==> config.mk <==
export PLATFORM = sky130hd
export DESIGN_NAME = pc_reg
export DESIGN_NICKNAME = d
export VERILOG_FILES = /design/src/rtl/rv32_pkg.sv /design/src/rtl/pc_incrementer.sv /design/src/rtl/pc_reg.sv
export SDC_FILE = /design/constraint.sdc
export NUM_CORES = 1
export LEC_CHECK = 0
export ABC_AREA = 1
export CORE_MARGIN = 2
export CORE_UTILIZATION = 41
export DETAILED_ROUTE_END_ITERATION = 6
export PLACE_DENSITY = 0.81
export RECOVER_POWER = 25
export SETUP_SLACK_MARGIN = 0.02
export SLEW_MARGIN = 20
export SYNTH_ARGS = -nofsm -noshare
export SYNTH_HDL_FRONTEND = slang
export SYNTH_SLANG_ARGS = --single-unit
==> constraint.sdc <==
create_clock -name clk -period 1.7 [get_ports clk]
set_clock_uncertainty 0.15 [all_clocks]
set_input_delay 0.255 -clock clk [delete_from_list [all_inputs] [get_ports clk]]
set_output_delay 0.255 -clock clk [all_outputs]
set_load 0.005 [all_outputs]
==> src/rtl/rv32_pkg.sv <==
// Shared RV32I datapath constants and types used by the PC register slice.
package rv32_pkg;

  localparam int XLEN = 32;

  typedef logic [XLEN-1:0] pc_t;

  localparam pc_t RESET_VECTOR = 32'h0000_0000;
  localparam pc_t PC_INC       = 32'd4;

endpackage

==> src/rtl/pc_incrementer.sv <==
// Combinational PC + 4 adder feeding the sequential-fetch and link paths.
module pc_incrementer #(
  parameter int XLEN = rv32_pkg::XLEN
) (
  input  logic [XLEN-1:0] pc,
  output logic [XLEN-1:0] pc_plus4
);
  import rv32_pkg::*;

  // Carry-out is deliberately dropped so the top word wraps to zero.
  assign pc_plus4 = pc + XLEN'(PC_INC);

endmodule

==> src/rtl/pc_reg.sv <==
// Program-counter register for the RV32I single-cycle core.
// Optional word-alignment enforcement via macro PC_ALIGN_CHECK_EN.
module pc_reg #(
  parameter int              XLEN         = rv32_pkg::XLEN,
  parameter logic [XLEN-1:0] RESET_VECTOR = XLEN'(rv32_pkg::RESET_VECTOR)
) (
  input  logic            clk,
  input  logic            rst,
  input  logic            pc_en,
  input  logic [XLEN-1:0] pc_next,
  output logic [XLEN-1:0] pc_current,
  output logic [XLEN-1:0] pc_plus4,
  output logic            pc_misalign
);
  import rv32_pkg::*;

  logic [XLEN-1:0] pc_value_reg;
  logic [XLEN-1:0] load_value;

`ifdef PC_ALIGN_CHECK_EN
  // Flag is forced low in reset so the outputs stay quiet until the core runs.
  assign pc_misalign = pc_en & ~rst & (pc_next[1:0] != 2'b00);
  assign load_value  = {pc_next[XLEN-1:2], 2'b00};
`else
  assign pc_misalign = 1'b0;
  assign load_value  = pc_next;
`endif

  always_ff @(posedge clk or posedge rst) begin
    if (rst) begin
      pc_value_reg <= RESET_VECTOR;
    end else if (pc_en) begin
      pc_value_reg <= load_value;
    end
  end

  assign pc_current = pc_value_reg;

  pc_incrementer #(
    .XLEN (XLEN)
  ) u_pc_incrementer (
    .pc       (pc_value_reg),
    .pc_plus4 (pc_plus4)
  );

endmodule

==> flow_summary.toml <==
[status]
status = "finished with violations"
violations = "setup timing"

[routing]
firstDrtPassIters = 5
via_per_inst = 5.33
routed_wl_um = 9690
vias = 2908
drtIter0Drc = 210
drt.antenna.violating_nets = 0
drcViolationCount = 0
routedWlPerCell_um = 17.7

[layout]
largest_reg_flops = 32
fillers = 235
finish.instance_area_um2 = 4120
num_antenna_cells = 0
fin_nets = 515
layout_common_cells = "nand2_1 (77), buf_4 (70), clkdlybuf4s50_1 (39)"
final_common_cell = "nand2_1"
drive_gt1_share_pct = 46.6
area_growth_pct = 104

[grt]
grt_max_degree = 33
grt_usage_pct = 30.5
grt_overflow_total = 0
antenna_found_initial = 0
grt_pass1_wl_um = 12700
grt_pass1_vias = 2806

[worst_setup_path]
critPathLaunchType = "register"
r2r-end = "pc_current[11]"
cp.buffers_inverters = 2
crit_top_cell = "nand2_1"
worstPathMaxFanout = 3
cpPeakStageDelay_ns = 0.41
critPathTopFamily = "simple AND/OR/NAND/NOR gates"
cp_cell_sequence = "nand2_1, nor2_1, nand2_1, nor2_4, buf_6, xor2_2, buf_2"
cp.required_ns = 1.29
r2r_cells = 5
r2r_slack_ns = 0.27
slowest_stage = "dfrtp_1"
worstPathArrival_ns = 1.89
criticalPathCategory = "reg2out"
cp-end-kind = "output port"
r2r-start = "pc_current[11]"

[power]
switching_share_pct = 33.5
clockPowerShare_pct = 24.0
power.switching_w = 0.000830
p_int_w = 0.00165
p_total_w = 0.00248
p_comb_share_pct = 38.9
peakVddDrop_uv = 500
leakagePower_nw = 2.12
pwr-share-seq_pct = 37.0
p_per_area_nw_per_um2 = 601

[floorplanning]
die_area_um2 = 5510
num_io_pins = 100
fp-row-count = 25
fp.dieW_um = 74.2
start_util_pct = 42.6
core_um2 = 4750
fp.dieH_um = 74.2

[yosys]
ys_types = 19
syn_nets = 314
synth-seq-cells = 32
synth_area_um2 = 2020
yosysWarnings = 0
synth_seq_area_share_pct = 39.6
postSynthCellCount = 278
syn_area_per_cell_um2 = 7.28

[cts]
clockBufferDepth = 2
clk_latency_ns = 0.29
postCtsHoldBufs = 0
cts_root_buf = "clkbuf_8"
clkTransAtPathRegs_ns = 0.08
cts_sinks = 32
cts_tree = "built"
h-tree-depth = 2
cts_buffers = 5

[min_path]
hold_path_class = "in2reg"
hold_depth = 2
min-delay-start = "pc_en"
hold_path_end = "pc_current[2]"

[sta]
drv_slew = 0
setup_ws_ns = -0.592
slew_headroom_pct = 43.1
hold_viol_final = 0
finalSetupViolations = 30
fin_crit_sh_pct = 135
fmaxAchievable_mhz = 436
rsz0062_at_grt = "yes"
min_period_ns = 2.29
tightest_slew_ns = 0.854

[placed_design]
portBuffers = 98
post_dp_cell_area_um2 = 3480
routabilityCongestion = 0.897
hpwl_um = 5260

[flow_run]
cap_viol_max_count = 0
[logic make-up (layout without fill, tap and decap cells)]
logic type | Yosys count | count (layout) | share of synthesized area, %
xor gates and xnor gates | 15 | 15 | 6.49
AOI/OAI and AO/OA | 19 | 19 | 4.70
DFF | 32 | 32 | 39.6
other | 1 | 1 | 0.185
and+or+nand+nor | 159 | 159 | 33.5
muxes | 13 | 13 | 7.24
adders and majority gates | 1 | 1 | 0.618
buffers and inverters | 38 | 239 | 7.73
[area by class of cell]
type                            instances  area, um2  area share, %
Clock buffer                            5       68.8           1.67
Clock inverter                          2       12.5          0.303
Inverter                               29        114           2.76
Multi-Input combinational cell        208       1310           31.7
Sequential cell                        32        806           19.5
Tap cell                               67       83.8           2.03
Timing Repair Buffer                  203       1730           42.0
[what timing repair did]
item | in CTS | in global routing
setup buffers | 38 | 15
pin swaps | 33 | 21
resized for setup | 192 | 67
endpoints found under the hold margin | 0 | 0
setup endpoints to repair | 50 | 42
cloned | 0 | 0
[how the worst max path moves through the flow]
stage,startpoint,to,slack (ns),depth (start not counted)
finish,pc_current[9],pc_plus4[17],-0.59,7
floorplan,pc_current[3],pc_plus4[18],0.08,6
global route,pc_current[9],pc_plus4[17],-0.58,7
CTS,pc_current[3],pc_plus4[14],-0.42,8
global placement,pc_current[2],pc_plus4[12],-0.42,7
detailed placement,pc_current[2],pc_plus4[18],-0.50,7
[synth_stat cells (all sizes together)]
master,number,area (um2)
nor2,40,193
buf,5,32.5
conb,1,3.75
nand4,1,6.26
inv,29,109
dfrtp,32,801
mux2,13,146
nand3,14,70.1
o21ai,19,95.1
and2,2,12.5
xor2,15,131
nand2,102,395
ha,1,12.5
clkbuf,4,15.0
[layer usage]
metal / up-vias / wire (um) / track usage (%)
met1: 1378 / 3520 / 35.2
met2: 218 / 4750 / 53.8
met4: 0 / 568 / 13.5
met5: - / 0 / 0
met3: 60 / 851 / 7.59
li1: 1252 / - / -
[power groups by stage]
| stage | clock (W) | combinational [W] | sequential, W |
|---|---|---|---|
| after floorplan | 0 | 0.000230 | 0.000929 |
| after global placement | 0 | 0.000833 | 0.000907 |
| after detailed placement | 0 | 0.000849 | 0.000912 |
| after CTS | 0.000581 | 0.000855 | 0.000900 |
| after global routing | 0.000621 | 0.00102 | 0.000922 |
| final | 0.000596 | 0.000965 | 0.000919 |
[worst reg2reg max path, cell delays in order, from the launching register on]
cell and delay [ns]:
dfrtp_1 0.43, buf_6 0.14, buf_6 0.10, buf_6 0.11
buf_6 0.12, mux2_2 0.26
[stage by stage]
step | hold WS (ns) | instances | utilization, % | setup TNS (ns) | setup WS (ns)
after floorplan | 0.221 | 278 | - | 0 | 0.0766
after global placement | 0.367 | 493 | 73.2 | -9.01 | -0.423
after detailed placement | 0.377 | 493 | 73.2 | -10.68 | -0.499
after CTS | 0.232 | 535 | 81.5 | -8.78 | -0.421
after global routing | 0.347 | 546 | 86.7 | -12.82 | -0.582
final | 0.326 | 546 | 86.7 | -11.25 | -0.592
No activity file was read; power rests on OpenSTA's default activity.
